`src/rtl/tdm_serializer8_if.sv`:
```
// rtl/tdm_serializer8_if.sv - parallel-in / slotted serial-out bundle for tdm_serializer8
//
// Signals:
//   load              frame start request from the producer
//   x0..x7            parallel channel bits, captured when a load is accepted
//   ready             serializer idle and able to accept load
//   d                 serial data bit of the current slot
//   s0, s1, s2        slot index {s2,s1,s0} for demux select lines
//   valid             d/s2..s0 carry a live slot
//   done              one-cycle pulse on the final slot of a frame
//   par_slot          high during the parity slot (0 when parity is not built)
//
// Modports: master = producer/consumer side, slave = serializer side.
interface tdm_serializer8_if;
    logic load;
    logic x0, x1, x2, x3, x4, x5, x6, x7;
    logic ready;
    logic d;
    logic s0, s1, s2;
    logic valid;
    logic done;
    logic par_slot;

    modport master (
        output load, x0, x1, x2, x3, x4, x5, x6, x7,
        input  ready, d, s0, s1, s2, valid, done, par_slot
    );

    modport slave (
        input  load, x0, x1, x2, x3, x4, x5, x6, x7,
        output ready, d, s0, s1, s2, valid, done, par_slot
    );
endinterface

```
`src/rtl/tdm_serializer8.sv`:
```
// rtl/tdm_serializer8.sv - 8-slot TDM serializer with optional even-parity slot
//
// Captures x7..x0 on an accepted load and emits one bit per cycle as slots
// 0..7 with the slot index on {s2,s1,s0}, then returns to IDLE for one cycle.
// Build option: define TDM_SERIALIZER8_PARITY_EN to append a parity slot
// (index 111, par_slot=1, d = XOR of the frame) after slot 7.
//
// Ports:
//   clk   sole clock, rising edge
//   rst   asynchronous, active-high reset
//   bus   tdm_serializer8_if.slave (load, x0..x7 in; ready, d, s0..s2,
//         valid, done, par_slot out)
//
// All outputs are registers; nothing combinational reaches them from x/load.
module tdm_serializer8 (
    input  logic             clk,
    input  logic             rst,
    tdm_serializer8_if.slave bus
);

    typedef enum logic [1:0] {
        IDLE  = 2'd0,
        SHIFT = 2'd1,
        PAR   = 2'd2
    } state_t;

    state_t     state;
    logic [2:0] cnt;
    logic [7:0] frame;
    logic [2:0] cnt_inc;

    assign cnt_inc = cnt + 3'd1;

    always_ff @(posedge clk or posedge rst) begin
        if (rst) begin
            state        <= IDLE;
            cnt          <= 3'd0;
            frame        <= 8'h00;
            bus.ready    <= 1'b1;
            bus.valid    <= 1'b0;
            bus.d        <= 1'b0;
            {bus.s2, bus.s1, bus.s0} <= 3'b000;
            bus.done     <= 1'b0;
            bus.par_slot <= 1'b0;
        end else begin
            case (state)
                IDLE: begin
                    if (bus.load) begin
                        frame <= {bus.x7, bus.x6, bus.x5, bus.x4,
                                  bus.x3, bus.x2, bus.x1, bus.x0};
                        cnt          <= 3'd0;
                        state        <= SHIFT;
                        bus.ready    <= 1'b0;
                        bus.valid    <= 1'b1;
                        // Slot 0 is registered straight from x0 so it shows
                        // in the cycle right after the accepting edge.
                        bus.d        <= bus.x0;
                        {bus.s2, bus.s1, bus.s0} <= 3'b000;
                        bus.done     <= 1'b0;
                        bus.par_slot <= 1'b0;
                    end
                end

                SHIFT: begin
                    if (cnt == 3'd7) begin
`ifdef TDM_SERIALIZER8_PARITY_EN
                        state        <= PAR;
                        bus.valid    <= 1'b1;
                        bus.d        <= ^frame;
                        {bus.s2, bus.s1, bus.s0} <= 3'b111;
                        bus.done     <= 1'b1;
                        bus.par_slot <= 1'b1;
`else
                        state        <= IDLE;
                        cnt          <= 3'd0;
                        bus.ready    <= 1'b1;
                        bus.valid    <= 1'b0;
                        bus.d        <= 1'b0;
                        {bus.s2, bus.s1, bus.s0} <= 3'b000;
                        bus.done     <= 1'b0;
                        bus.par_slot <= 1'b0;
`endif
                    end else begin
                        cnt   <= cnt_inc;
                        bus.d <= frame[cnt_inc];
                        {bus.s2, bus.s1, bus.s0} <= cnt_inc;
                        // done is raised as we move onto slot 7 so the pulse
                        // coincides with the last data slot.
`ifdef TDM_SERIALIZER8_PARITY_EN
                        bus.done <= 1'b0;
`else
                        bus.done <= (cnt_inc == 3'd7);
`endif
                    end
                end

                PAR: begin
                    state        <= IDLE;
                    cnt          <= 3'd0;
                    bus.ready    <= 1'b1;
                    bus.valid    <= 1'b0;
                    bus.d        <= 1'b0;
                    {bus.s2, bus.s1, bus.s0} <= 3'b000;
                    bus.done     <= 1'b0;
                    bus.par_slot <= 1'b0;
                end

                default: begin
                    state <= IDLE;
                end
            endcase
        end
    end

endmodule

```
`src/flat_wrapper.sv`:
```
// flat-port wrapper written by rule: the top's interface ports become plain ports
module tdm_serializer8_flat 
  (clk, rst, bus_load, bus_x0, bus_x1, bus_x2, bus_x3, bus_x4, bus_x5, bus_x6, bus_x7, bus_ready, bus_d, bus_s0, bus_s1, bus_s2, bus_valid, bus_done, bus_par_slot);
  tdm_serializer8_if bus_i ();
  input  logic clk;
  input  logic rst;
  input wire logic [$bits(bus_i.load)-1:0] bus_load;
  input wire logic [$bits(bus_i.x0)-1:0] bus_x0;
  input wire logic [$bits(bus_i.x1)-1:0] bus_x1;
  input wire logic [$bits(bus_i.x2)-1:0] bus_x2;
  input wire logic [$bits(bus_i.x3)-1:0] bus_x3;
  input wire logic [$bits(bus_i.x4)-1:0] bus_x4;
  input wire logic [$bits(bus_i.x5)-1:0] bus_x5;
  input wire logic [$bits(bus_i.x6)-1:0] bus_x6;
  input wire logic [$bits(bus_i.x7)-1:0] bus_x7;
  output wire logic [$bits(bus_i.ready)-1:0] bus_ready;
  output wire logic [$bits(bus_i.d)-1:0] bus_d;
  output wire logic [$bits(bus_i.s0)-1:0] bus_s0;
  output wire logic [$bits(bus_i.s1)-1:0] bus_s1;
  output wire logic [$bits(bus_i.s2)-1:0] bus_s2;
  output wire logic [$bits(bus_i.valid)-1:0] bus_valid;
  output wire logic [$bits(bus_i.done)-1:0] bus_done;
  output wire logic [$bits(bus_i.par_slot)-1:0] bus_par_slot;
  assign bus_i.load = bus_load;
  assign bus_i.x0 = bus_x0;
  assign bus_i.x1 = bus_x1;
  assign bus_i.x2 = bus_x2;
  assign bus_i.x3 = bus_x3;
  assign bus_i.x4 = bus_x4;
  assign bus_i.x5 = bus_x5;
  assign bus_i.x6 = bus_x6;
  assign bus_i.x7 = bus_x7;
  assign bus_ready = bus_i.ready;
  assign bus_d = bus_i.d;
  assign bus_s0 = bus_i.s0;
  assign bus_s1 = bus_i.s1;
  assign bus_s2 = bus_i.s2;
  assign bus_valid = bus_i.valid;
  assign bus_done = bus_i.done;
  assign bus_par_slot = bus_i.par_slot;
  tdm_serializer8 u_core (.clk(clk), .rst(rst), .bus(bus_i));
endmodule
```
`config.mk`:
```
export PLATFORM = sky130hd
export DESIGN_NAME = tdm_serializer8_flat
export DESIGN_NICKNAME = d
export VERILOG_FILES = /design/src/rtl/tdm_serializer8_if.sv /design/src/rtl/tdm_serializer8.sv /design/src/flat_wrapper.sv
export SDC_FILE = /design/constraint.sdc
export NUM_CORES = 1
export LEC_CHECK = 0
export ABC_CLOCK_PERIOD_IN_PS = 3160
export BUFFER_PORTS_ARGS = -buffer_cell sky130_fd_sc_hd__buf_2
export CORE_AREA = 2 2 39 41
export CTS_BUF_LIST = sky130_fd_sc_hd__clkbuf_2
export CTS_CLUSTER_SIZE = 28
export DETAILED_ROUTE_END_ITERATION = 10
export DIE_AREA = 0 0 41 43
export PLACE_DENSITY_LB_ADDON = 0.15
export SLEW_MARGIN = 20
export SYNTH_ARGS = -nofsm -noshare
export SYNTH_HDL_FRONTEND = slang
export SYNTH_SLANG_ARGS = --single-unit
```
`constraint.sdc`:
```
create_clock -name clk -period 3.16 [get_ports clk]
set_input_delay 0.79 -clock clk [delete_from_list [all_inputs] [get_ports clk]]
set_output_delay 0.79 -clock clk [all_outputs]
set_load 0.05 [all_outputs]
```
==> run summary <==
First-pass GRT wire length: 2063 um
# rows: 14
Synth-to-layout area growth: 14.61%
Antenna cells: 0
Layout Skew: 9.842 ps
Die Ht: 43 um
Netlist area before placement: 719.4 um2
Number of nets in the layout: 91
Critical Path Fanout Max: 10
Detail Route Antenna Nets: 0
Nets in the synthesized netlist: 72
Run status: complete, no violations
Arrival time worst endpoint: 1150 ps
GR Util met3: 3.141%
Top cell family by delay on the critical path: flip-flops
Cell depth of the worst flop-to-flop path: 5
Clock Sink Count: 15
Leading cell types in the layout, fill and taps excluded: buf_2 (17), dfrtp_1 (14), mux2_2 (9)
Setup repair after global routing missed its margin: false
Starting DRT DRC Count: 6
RD Place Congestion: 0.6965
Upper clock frequency limit: 514.4 MHz
GRT busiest layer: met2
Cell at the slowest stage of the critical path: dfrtp_1
Crit end category: output port
Number of top-level pins: 19
Worst VDD drop: 0.5793 mV
Crit path launch type: flip-flop
Number of buffers on the longest clock path: 2
Clock tree from TritonCTS: yes
X dimension of the die: 41 um
Pwr dens: 1156 nW/um2
Antenna violations before repair: 0
Final Slew Violations: 0
Shortest clock period the worst path allows after layout: 1944 ps
Clock insertion delay at the later pin of the skew report: 280 ps
Max incr delay on CP: 550 ps
Detail-routed net length per standard cell: 12.48 um
Share of the clock period used by the worst path: 61.52%
Total Routing Usage GR: 17.25%
Number of H-tree levels: 1
Hold_buf cts: 0
Primary FF master, synth: dfrtp_1
Overflow left after global routing: 0
Number of maximum-capacitance constraint violations: 0
Number of failing hold endpoints at the final stage: 0
Synth warn: 0
Num CTS Buffers: 3
PnR Total Power: 953.6 uW
Cell count after synthesis: 58
Setup repair bufs after CTS: 0
Cell breakdown of the critical path: buf_2
Number of global-route vias before repair: 504
Combined buffer and inverter count along the critical path: 1
Clock transition at the registers of the reported paths: 150 ps
Sum Neg Setup Slack: 0 ps
Required arrival time at the worst endpoint: 2370 ps
Floorplan core area: 1384 um2
Setup violation total in the final timing report: 0
Async set-reset flop share out of synthesis: 100.0%
Buffer cell driving the clock tree root: clkbuf_2
Met2 usage: 27.19%
Met1 layer usage reported by global route: 22.84%
Effective utilization at floorplan: 51.99%
Cell variety after synth: 20
Measured slew at the worst slew-check pin: 711.7 ps
Count of vias placed by the detailed router: 479
Largest net degree at the start of global routing: 16
Worst Path Class, Setup: reg2out
Type of the tightest min-delay check: reg2reg
Slew headroom: 52.45%
Leakage: 0.0004044 uW
EDFF count, synth: 0
Number of gates given a new drive strength after cts: 0
Cell count along the critical path: 1
Vias/cell: 5.207
Total of buffers placed on input and output ports: 17
Number of cells traversed by the worst hold path: 2
Length of the first detailed-routing pass in iterations: 4
Total wire length after detailed routing: 1148 um
Sequential fraction of the synthesis area: 52.35%
HPWL after DPL: 858.6 um
Drt drc: 0
Avg Inst Size Synth: 12.40 um2
Leading cell type in the layout, fill and taps excluded: buf_2
Die Area: 1763 um2
Share of final-layout standard cells stronger than drive strength 1: 43.42%
FF+latch count, synth: 15
-- per-layer routing --
layer  wire, um  share of wire (%)
met1        514                 45
met2        558                 49
met3         68                5.9
met4          6               0.52
met5          0                  0
-- where the power goes --
group          switching, uW  internal [uW]
Combinational            289            210
Clock                   61.8           28.7
Sequential              73.9            290
-- layout make-up --
| class | count | area, um2 |
|---|---|---|
| timing repair buffer | 17 | 85.08 |
| fill | 124 | 559.3 |
| clock inverter | 1 | 5.005 |
| multi-input combinational | 34 | 300.3 |
| tap | 16 | 20.02 |
| inverter | 6 | 22.52 |
| clock buffer | 3 | 15.01 |
| sequential | 15 | 376.6 |
-- state kept, by name, indices dropped and copies added, names as in the netlist --
signal	count
u_core.bus.ready	1
u_core.frame	8
u_core.cnt	2
u_core.bus.valid	1
u_core.bus.s1	1
u_core.bus.d	1
u_core.bus.done	1
-- cells in the mapped netlist (2+ instances only) --
library cell	instances	area (um2)
nand2_1	3	11.26
mux2i_1	2	20.02
nor2b_1	2	12.51
inv_1	6	22.52
o32ai_1	2	17.52
mux2_2	9	101.4
nand2b_1	2	12.51
o21ai_0	4	20.02
ha_1	3	37.54
dfrtp_1	14	350.3
buf_4	2	15.01
-- stage by stage --
step / util, % / setup slack [ps] / hold slack, ps / cells / area [um2]
final: 59.58 / 1216 / 489.1 / 92 / 824.5
after global routing: 59.58 / 1119 / 532.7 / 92 / 824.5
after CTS: 59.58 / 1192 / 492.6 / 92 / 824.5
after detailed placement: 58.14 / 1048 / 472.6 / 88 / 804.5
after global placement: 58.14 / 1057 / 486.3 / 88 / 804.5
after floorplan: - / 1138 / 474.9 / 58 / 719.4
-- worst paths after layout --
path | startpoint | to | slack (ps)
worst max-delay path | u_core.bus.valid | bus_valid | 1220
max in group asynchronous | rst | u_core.bus.ready | 2250
worst min-delay path | u_core.bus.ready | u_core.bus.ready | 490
min in group asynchronous | rst | u_core.bus.done | 530
worst max register to register | u_core.cnt[0] | u_core.bus.d | 1290
worst min register to register | u_core.bus.ready | u_core.bus.ready | 490
-- logic make-up (layout without fill, tap and decap cells) --
family	after synthesis	count (layout)	share of synthesized area, %
AO/OA/AOI/OAI	8	8	8.523
adder cells (fa/ha/maj)	3	3	5.218
multiplexers	12	12	20.00
buffers and inverters	9	27	5.912
other	1	1	0.5212
AND/OR/NAND/NOR	10	10	7.478
flip-flops	15	15	52.35
Note: power is estimated with default switching activity, not from simulation.
